===== src/rtl/pong_game_ctrl.sv =====
// Pong match sequencer: owns the movement tick and runs IDLE/SERVE/PLAY/OVER scoring.
// Misses act on the sampling edge, start presses two edges after synchronization; no backpressure.
module pong_game_ctrl #(
    parameter int TICK_DIV    = 262144,
    parameter int SERVE_TICKS = 60,
    parameter int WIN_SCORE   = 7
) (
    input  logic       clk,
    input  logic       rst_n,
    input  logic       start_n,
    input  logic       miss_l,
    input  logic       miss_r,
    output logic       move_tick,
    output logic       paddle_en,
    output logic       recenter,
    output logic       ball_launch,
    output logic       serve_dir,
    output logic [3:0] score_l,
    output logic [3:0] score_r,
    output logic       winner,
    output logic [1:0] state
);

    localparam logic [1:0] ST_IDLE  = 2'd0;
    localparam logic [1:0] ST_SERVE = 2'd1;
    localparam logic [1:0] ST_PLAY  = 2'd2;
    localparam logic [1:0] ST_OVER  = 2'd3;

    localparam int              SC_W       = (SERVE_TICKS > 1) ? $clog2(SERVE_TICKS) : 1;
    localparam logic [17:0]     DIV_LAST   = 18'(TICK_DIV - 1);
    localparam logic [SC_W-1:0] SERVE_LAST = SC_W'(SERVE_TICKS - 1);
    localparam logic [3:0]      WIN        = 4'(WIN_SCORE);

    logic [17:0]     div_cnt;
    logic            tick;
    logic            sync_q1;
    logic            sync_q2;
    logic            sync_q3;
    logic [1:0]      warm_cnt;
    logic            press;
    logic [SC_W-1:0] serve_cnt;

    logic [1:0]      state_nxt;
    logic [SC_W-1:0] serve_cnt_nxt;
    logic [3:0]      score_l_nxt;
    logic [3:0]      score_r_nxt;
    logic            serve_dir_nxt;
    logic            winner_nxt;
    logic            recenter_nxt;
    logic            launch_nxt;

    assign tick = (div_cnt == DIV_LAST);

    always_ff @(posedge clk or negedge rst_n) begin
        if (!rst_n) begin
            div_cnt <= '0;
        end else if (tick) begin
            div_cnt <= '0;
        end else begin
            div_cnt <= div_cnt + 18'd1;
        end
    end

    // The edge detector only trusts the sync chain once it holds real samples,
    // so a button already held low when reset lifts is not mistaken for a press.
    always_ff @(posedge clk or negedge rst_n) begin
        if (!rst_n) begin
            sync_q1  <= 1'b1;
            sync_q2  <= 1'b1;
            sync_q3  <= 1'b1;
            warm_cnt <= 2'd0;
        end else begin
            sync_q1 <= start_n;
            sync_q2 <= sync_q1;
            sync_q3 <= sync_q2;
            if (warm_cnt != 2'd3) begin
                warm_cnt <= warm_cnt + 2'd1;
            end
        end
    end

    assign press = sync_q3 & ~sync_q2 & (warm_cnt == 2'd3);

    always_comb begin
        state_nxt     = state;
        serve_cnt_nxt = serve_cnt;
        score_l_nxt   = score_l;
        score_r_nxt   = score_r;
        serve_dir_nxt = serve_dir;
        winner_nxt    = winner;
        recenter_nxt  = 1'b0;
        launch_nxt    = 1'b0;

        case (state)
            ST_IDLE, ST_OVER: begin
                if (press) begin
                    state_nxt     = ST_SERVE;
                    serve_cnt_nxt = '0;
                    score_l_nxt   = 4'd0;
                    score_r_nxt   = 4'd0;
                    serve_dir_nxt = 1'b1;
                    winner_nxt    = 1'b0;
                    recenter_nxt  = 1'b1;
                end
            end
            ST_SERVE: begin
                if (tick) begin
                    if (serve_cnt == SERVE_LAST) begin
                        state_nxt  = ST_PLAY;
                        launch_nxt = 1'b1;
                    end else begin
                        serve_cnt_nxt = serve_cnt + SC_W'(1);
                    end
                end
            end
            ST_PLAY: begin
                if (miss_l && miss_r) begin
                    state_nxt     = ST_SERVE;
                    serve_cnt_nxt = '0;
                    recenter_nxt  = 1'b1;
                end else if (miss_l) begin
                    score_r_nxt   = score_r + 4'd1;
                    serve_dir_nxt = 1'b0;
                    if (score_r_nxt == WIN) begin
                        state_nxt  = ST_OVER;
                        winner_nxt = 1'b1;
                    end else begin
                        state_nxt     = ST_SERVE;
                        serve_cnt_nxt = '0;
                        recenter_nxt  = 1'b1;
                    end
                end else if (miss_r) begin
                    score_l_nxt   = score_l + 4'd1;
                    serve_dir_nxt = 1'b1;
                    if (score_l_nxt == WIN) begin
                        state_nxt  = ST_OVER;
                        winner_nxt = 1'b0;
                    end else begin
                        state_nxt     = ST_SERVE;
                        serve_cnt_nxt = '0;
                        recenter_nxt  = 1'b1;
                    end
                end
            end
            default: begin
                state_nxt = ST_IDLE;
            end
        endcase
    end

    always_ff @(posedge clk or negedge rst_n) begin
        if (!rst_n) begin
            state       <= ST_IDLE;
            serve_cnt   <= '0;
            score_l     <= 4'd0;
            score_r     <= 4'd0;
            serve_dir   <= 1'b1;
            winner      <= 1'b0;
            recenter    <= 1'b0;
            ball_launch <= 1'b0;
        end else begin
            state       <= state_nxt;
            serve_cnt   <= serve_cnt_nxt;
            score_l     <= score_l_nxt;
            score_r     <= score_r_nxt;
            serve_dir   <= serve_dir_nxt;
            winner      <= winner_nxt;
            recenter    <= recenter_nxt;
            ball_launch <= launch_nxt;
        end
    end

    assign paddle_en = (state == ST_PLAY);
    assign move_tick = tick & (state == ST_PLAY);

endmodule

===== config.mk =====
export PLATFORM = sky130hd
export DESIGN_NAME = pong_game_ctrl
export DESIGN_NICKNAME = d
export VERILOG_FILES = /design/src/rtl/pong_game_ctrl.sv
export SDC_FILE = /design/constraint.sdc
export NUM_CORES = 1
export LEC_CHECK = 0
export CORE_ASPECT_RATIO = 0.7
export CORE_UTILIZATION = 57
export CTS_CLUSTER_SIZE = 16
export DETAILED_ROUTE_END_ITERATION = 12
export GPL_ROUTABILITY_DRIVEN = 0
export PLACE_DENSITY_LB_ADDON = 0.25
export SKIP_CTS_REPAIR_TIMING = 1
export SLEW_MARGIN = 30
export SYNTH_ARGS = -nofsm -noshare
export SYNTH_HDL_FRONTEND = slang
export SYNTH_SLANG_ARGS = --single-unit

===== constraint.sdc =====
create_clock -name clk -period 2.5 [get_ports clk]
set_input_delay 0.375 -clock clk [delete_from_list [all_inputs] [get_ports clk]]
set_output_delay 0.375 -clock clk [all_outputs]
set_load 0.1 [all_outputs]

* Word level (Yosys, flattened, before mapping) *
Index checks and enable logic that the tools add are counted.

operators by class
  reductions and logical operators = 10
  mux-type cells = 49
  bitwise logic cells = 4
  eq/ne operators = 23
  add/subtract/negate cells = 5

operator list
  cell                   number
  $mux 6                 8
  $mux 4                 6
  $mux 1                 19
  $add 18x1->18 const B  1
  $eq 18x18->1 const B   1
  $mux 18                1
  $ne 2x2->1 const B     9
  $pmux 6 s3             1
  $mux 2                 8
  $pmux 4 s2             2
  $reduce_and 4->1       3
  $reduce_and 6->1       2
  $add 4x1->4 const B    2
  $eq 4x3->1 const B     2
  $ne 4x4->1 const B     2
  $add 6x1->6 const B    1
  $eq 2x2->1 const B     3
  $eq 6x6->1 const B     1
  $ne 3x2->1 const B     2
  $pmux 1 s2             3
  $pmux 2 s3             1
  $reduce_and 5->1       1
  $ne 4x3->1 const B     1
  $and 1x1->1            3
  8 further kinds        8

word-level totals
  register bits = 43
  output and inout port bits = 16
  bits of input ports = 5
  logic and storage cells = 104

* Longest topological paths before layout *
Gate-level depths: netlist of the first run.

  depth in word-level cells = 7
  gate-level depth with buffers = 9

* Least setup slack after synthesis of the first run *
No wires, ideal clock.

  path type = flip-flop to output port
  start = reg state[1]
  end = out move_tick
  slack = -1.444 ns
  path buffers = 1
  arrival time = 3.569 ns
  stages on the path, launching flop included = 5
  required time = 2.125 ns
  path through = dfrtp_1 -> ha_1 -> buf_2 -> inv_1 -> nor2_1

on the way
  word-level cells in the longest chain between the ends = 2

ends and longest elaborated chain
  element                   line  RTL
  start: declaration        21    output logic [1:0] state
  start signal: assignment  162   state <= state_nxt;
  $eq 2x2->1                n/a
  named net paddle_en       14    output logic paddle_en,
  $and 1x1->1               174   assign move_tick = tick & (state == ST_PLAY);
  end: declaration          13    output logic move_tick,

The timed path passes the listed nets, and every way through them passes these cells.

* Final worst setup path of the first run *
  start = reg div_cnt[1]
  end = out move_tick

on the way
  word-level cells in the longest chain between the ends = 2

ends and longest elaborated chain
  element                   line  RTL
  start: declaration        34    logic [17:0] div_cnt;
  start signal: assignment  60    div_cnt <= div_cnt + 18'd1;
  $eq 18x18->1              52    assign tick = (div_cnt == DIV_LAST);
  $and 1x1->1               174

Every way passes these cells.

==> results by group, run 1 <==
Finish
  – Layout cell share with drive strength beyond 1: 0.2364
  – Reg area: 1097 µm²
  – Nets: 272
  – Final instance area: 2785 µm²
  – Final std cells w/o fill: just over 300
  – Fin util: 0.7058
  – Most common cell after layout, fill and taps aside: dfrtp_1
  – Area grow syn2layout: 18.53%
  – Footprint of the multi-input gates: between 1000 and 1500 µm²
  – N_diodes: 0
  – Commonest non-fill, non-tap cells in the layout: dfrtp_1, buf_4, nand3_1, nand2_1, nor2_1
  – Fill cells: slightly above 300

Yosys
  – Synthesized cell area: 2350 µm²
  – Ys Warns: 0
  – Sequential area share after synthesis: 0.4601
  – Post-synth ARST share: 1.000
  – Syn_nets: 244
  – Synthesized area per cell: 10.26 µm²
  – Predominant post-synthesis flop cell: dfrtp_1
  – Mapped Cells: around 230
  – Post-synth EDFFs: 0
  – Netlist cell types: 51
  – Flops & latches, synth: 43

STA
  – Hold slack: 0.05733 ns
  – Achievable frequency: 421.9 MHz
  – Final Hold Fails: 0
  – Skew final: 0.005957 ns
  – Period utilization: 0.9482
  – Tightest Pin Transition: approximately 0.63 ns
  – Final worst slack: 0.1295 ns
  – Slew HR: 0.5732
  – Final worst path period need: between 2 and 2.5 ns
  – Finish-stage setup viols: 0
  – Max Slew Vio Count: 0
  – RSZ-0062 raised after global routing: no
  – Setup_tns: 0 ns

Clock network
  – CTS tree: yes
  – Clock root buffer: clkbuf_8
  – Sink Count: 43
  – CTS Buf Count: 5
  – Clock Tree Buf Depth: 2
  – Worst-Skew Late Latency: just under 0.3 ns
  – Max H-tree Level: 2
  – Clock slew at reported path FFs: 0.09 ns

Setup path
  – Worst EP arrival: 2.00 ns
  – CP cell instances: ha_2 -> nand3_2 -> nor4_4 -> buf_6 -> nand2_4 -> nor2_2 -> buf_12
  – CP Launch Type: flop
  – CP Max Fanout: 9
  – Slowest cell on crit path: dfrtp_1
  – CP Class: flop to output port
  – Crit-path max cell delay: 0.41 ns
  – Worst setup EP type: output port
  – Required @ worst endpoint: 2.12 ns

Drt
  – DRC Markers: 0
  – Via count: 1807
  – Drt pass-1 iters: 4
  – DR iter-0 viols: 134
  – Final WL: 4704 µm
  – Drt wl/cell: 15.17 µm
  – Post-DRT Antenna Nets: 0
  – Via-to-Cell Ratio: 5.829

Power
  – Sw Ratio: 0.4109
  – Worst IR drop on VDD: 0.001194 V
  – Power per Cell Area: 909.4 nW/µm²
  – Clk pwr share: 0.254
  – Total power: 2.533 mW
  – Sequential Power Share: 0.351
  – Pleak: 1.269 nW
  – P_int: 1.492 mW
  – Switching pwr: about 1.0 mW
  – Gate power share: 0.395

Global route
  – Initial antenna violation count: 0
  – Vias in the first global route: ~1.6k
  – Largest net degree at the start of global routing: 27
  – Global-route wire length before repair: 7990 µm
  – Total track usage: 0.2370
  – Grt total ovfl: 0

Die
  – Die extent in y: around 56 µm
  – Row count: 19
  – Core area: 3946 µm²
  – Starting Density: 0.5954
  – Die W: about 80 µm
  – Die area: 4387 µm²
  – Ports: 21

Placed design
  – HPWL Detailed: 3440 µm
  – Buffers on Ports: 20
  – Placed Cells: 302
  – Placed inst area: around 2600 µm²
  – Place WS: 0.1240 ns

Outcome
  – Status: finished, final reports clean

Min path
  – Hold crit path type: input port to asynchronous set/reset pin

Run
  – Maximum capacitance violations: 0
## per-layer routing
| layer | up-vias | global-route usage | part of all wire |
|---|---|---|---|
| li1 | 882 | - | - |
| met1 | 874 | 0.3864 | 0.53 |
| met2 | 49 | 0.3093 | 0.41 |
| met3 | 2 | 0.05410 | 0.059 |
| met4 | 0 | 0.06349 | 0.0023 |
| met5 | - | 0 | 0 |
## final timing paths
| check | slack (ns) | end | startpoint | cells after the start |
|---|---|---|---|---|
| setup reg to reg | 0.21 | serve_cnt[1] | score_l[0] | 6 |
| hold / removal | 0.06 | div_cnt[12] | rst_n | 1 |
| setup / recovery | 0.13 | move_tick | div_cnt[1] | 7 |
| hold reg to reg | 0.36 | sync_q2 | sync_q1 | 0 |
| min in group clk | 0.36 | sync_q2 | sync_q1 | 0 |
| max in group asynchronous | 1.79 | sync_q1 | rst_n | 2 |
## sequential cells by signal, indices dropped and copies added (netlist names), 2 cells and up
| name | cells |
|---|---|
| warm_cnt | 2 |
| serve_cnt | 6 |
| score_l | 4 |
| state | 2 |
| div_cnt | 18 |
| score_r | 4 |
## synthesized netlist by cell type, types with 6 or more instances
master     n  area [µm²]
nand2b_1   7       43.79
ha_1      10       125.1
dfrtp_1   39       975.9
xnor2_1    6       52.55
nand3_1   17       85.08
o31ai_1    9       67.56
a21oi_1    6       30.03
nor2_1    16       60.06
nand2_1   15       56.30
inv_1     10       37.54
xor2_1    11       96.34
o21ai_0   13       65.06
## cell families after synthesis
family                   count (synthesis)  share of synthesized area
adder cells (fa/ha/maj)                 10                    0.05325
XOR/XNOR                                17                    0.06336
AO/OA/AOI/OAI                           48                     0.1539
buffers and inverters                   17                    0.03142
AND/OR/NAND/NOR                         91                     0.2242
multiplexers                             3                    0.01384
flip-flops                              43                     0.4601
## power by group through the flow
stage / logic [mW] / clock network, mW / registers (mW)
6_report: 1.00 / 0.643 / 0.890
5_1_grt: 1.08 / 0.684 / 0.904
4_1_cts: 0.993 / 0.650 / 0.888
3_5_place_dp: 0.984 / 0 / 0.899
3_3_place_gp: 0.979 / 0 / 0.896
2_1_floorplan: 0.549 / 0 / 1.11
## final cells by class
type                    count  area share
clock inverters             3     0.02426
multi-input cells         169      0.4362
clock buffers               5     0.02471
inverters                  10     0.01438
well taps                  52     0.02336
flip-flops and latches     43      0.3940
repair buffers             28     0.08311
## critical path: cells and delay by family (launching register included)
kind / cells / cell delay, ns
adders and majority gates: 1 / 0.24
DFF: 1 / 0.41
and+or+nand+nor: 4 / 0.68
buffers and inverters: 2 / 0.37
(Power assumes the default switching activity.)
==> inputs of run 2 (changes only) <==
--- a/config.mk
+++ b/config.mk
@@ -5,12 +5,14 @@
 export SDC_FILE = /design/constraint.sdc
 export NUM_CORES = 1
 export LEC_CHECK = 0
+export ABC_CLOCK_PERIOD_IN_PS = 2500
 export CORE_ASPECT_RATIO = 0.7
 export CORE_UTILIZATION = 57
 export CTS_CLUSTER_SIZE = 16
 export DETAILED_ROUTE_END_ITERATION = 12
 export GPL_ROUTABILITY_DRIVEN = 0
 export PLACE_DENSITY_LB_ADDON = 0.25
+export REMOVE_ABC_BUFFERS = 1
 export SKIP_CTS_REPAIR_TIMING = 1
 export SLEW_MARGIN = 30
 export SYNTH_ARGS = -nofsm -noshare
==> results by group, run 2 (synthesis gave the netlist of run 1 again) <==
Clock network
  – Max H-tree Level: 2
  – Clock slew at reported path FFs: around 0.080 ns
  – CTS tree: yes
  – CTS Buf Count: 5
  – Worst-Skew Late Latency: 0.30 ns
  – Clock Tree Buf Depth: 2
  – Clock root buffer: clkbuf_8
  – Sink Count: 43

Die
  – Die W: 78.74 µm
  – Ports: 21
  – Die area: 4387 µm²
  – Starting Density: 0.5954
  – Row count: 19
  – Core area: about 3900 µm²
  – Die extent in y: 55.72 µm

Finish
  – Final instance area: between 2000 and 3000 µm²
  – Area grow syn2layout: 15.55%
  – Commonest non-fill, non-tap cells in the layout: dfrtp_1, buf_4, nand3_1, nand2_1, nor2_1
  – Top flop regs: div_cnt (18), serve_cnt (6)
  – Most common cell after layout, fill and taps aside: dfrtp_1
  – Nets: 272
  – Largest register by flop count: div_cnt
  – Layout cell share with drive strength beyond 1: 0.1899
  – N_diodes: 0
  – Final std cells w/o fill: 310
  – Fill cells: 318
  – Max reg flops: 18

STA
  – Period utilization: 0.9346
  – Max Slew Vio Count: 0
  – Achievable frequency: 428.0 MHz
  – Finish-stage setup viols: 0
  – Slew HR: 0.6094
  – Final Hold Fails: 0
  – Final worst path period need: 2.337 ns
  – RSZ-0062 raised after global routing: no
  – Skew final: 0.008063 ns
  – Tightest Pin Transition: 0.5859 ns

Setup path
  – Critical path buffer and inverter count: 1
  – R2r endpoint: serve_cnt[3]
  – CP delay by family, top: simple AND/OR/NAND/NOR gates
  – Worst setup EP type: output port
  – CP Max Fanout: 8
  – CP Launch Type: flop
  – Worst EP arrival: 1.96 ns
  – Worst r2r src: state[0]
  – Slowest cell on crit path: dfrtp_1
  – Reg2reg path depth: 7
  – R2R Setup Slk: 0.18 ns
  – CP cell instances: ha_1 -> nand3_2 -> nor4_4 -> nand2_4 -> nor2_2 -> buf_12
  – CP Class: flop to output port
  – Crit-path max cell delay: 0.41 ns
  – Required @ worst endpoint: 2.12 ns

Drt
  – Routed met1 length: 2545 µm
  – Via count: 1778
  – DR top layer: met4
  – Met2 WL: roughly 1800 µm
  – Drt wl/cell: approximately 15 µm
  – DRC Markers: 0
  – Via-to-Cell Ratio: between 5 and 6
  – Drt pass-1 iters: 4
  – WL met3: 232 µm
  – Final WL: 4603 µm
  – DR iter-0 viols: ~140
  – Post-DRT Antenna Nets: 0

Power
  – Power per Cell Area: 854.2 nW/µm²
  – Worst IR drop on VDD: 0.0008222 V
  – Pleak: approximately 1.3 nW

Global route
  – Largest net degree at the start of global routing: 44
  – Initial antenna violation count: 0
  – Grt total ovfl: 0
  – Global-route wire length before repair: 7935 µm
  – Vias in the first global route: about 1.7k
  – Total track usage: 0.2365

Placed design
  – Placed Cells: around 300
  – HPWL Detailed: 3376 µm
  – Placed inst area: 2599 µm²
  – Buffers on Ports: 20

Outcome
  – Status: finished, final reports clean

Min path
  – Hold crit path type: input port to asynchronous set/reset pin

Run
  – Maximum capacitance violations: 0
run 2: changes by cell type in the layout (fill, tap and decap cells not counted), moves of 2 or more:
cell       previous run  this run
buf_4                22        24
dfrtp_2               7         0
dfrtp_1              30        39
ha_1                  8        10
dfrtp_4               2         0
bufinv_16             2         0
clkbuf_8              5         7
run 2: layout make-up:
| cell class | instances | area (µm²) | share of cell area |
|---|---|---|---|
| Inverter | 10 | 37.54 | 0.01382 |
| Clock inverter | 1 | 7.507 | 0.002765 |
| Timing Repair Buffer | 28 | 230.2 | 0.08479 |
| Sequential cell | 43 | 1081 | 0.3982 |
| Multi-Input combinational cell | 169 | 1197 | 0.4410 |
| Clock buffer | 7 | 96.34 | 0.03548 |
| Tap cell | 52 | 65.06 | 0.02396 |
run 2: metrics by stage:
stage	total power, mW	util	setup TNS, ns	hold WS (ns)	setup slack [ns]
2_1_floorplan	1.579	-	-12.07	0.07941	-1.448
3_3_place_gp	1.818	0.6585	0	0.3520	0.2781
3_5_place_dp	1.831	0.6585	0	0.3557	0.2228
4_1_cts	2.326	0.6848	0	0.2450	0.0003104
5_1_grt	2.452	0.6880	0	0.09666	0.03538
6_report	2.319	0.6880	0	0.05935	0.1634
run 2: power breakdown:
group / leakage (nW) / internal, mW / total, mW / switching [mW]
Sequential: 0.558 / 0.777 / 0.875 / 0.0976
Clock: 0.0505 / 0.251 / 0.485 / 0.234
Combinational: 0.663 / 0.268 / 0.959 / 0.691
run 2: worst max-delay path by stage:
stage / from / to / cells after the start
floorplan: state[1] / move_tick / 3
detailed placement: miss_l / serve_cnt[5] / 5
finish: div_cnt[0] / move_tick / 6
global route: score_l[1] / serve_cnt[2] / 6
global placement: miss_l / serve_cnt[3] / 6
CTS: div_cnt[0] / move_tick / 6
run 2: metal layers:
layer,track usage,vias up
met5,0,-
met4,0.06614,0
met3,0.07377,7
met2,0.3056,42
met1,0.3731,846
li1,-,883
run 2: worst reg2reg max path: cells and delay by family, from the launching register on:
family | cells | cell delay (ns)
fa+ha+maj | 1 | 0.36
flops | 1 | 0.41
simple gates | 1 | 0.54
compound gates | 3 | 0.65
buf+inv | 2 | 0.25
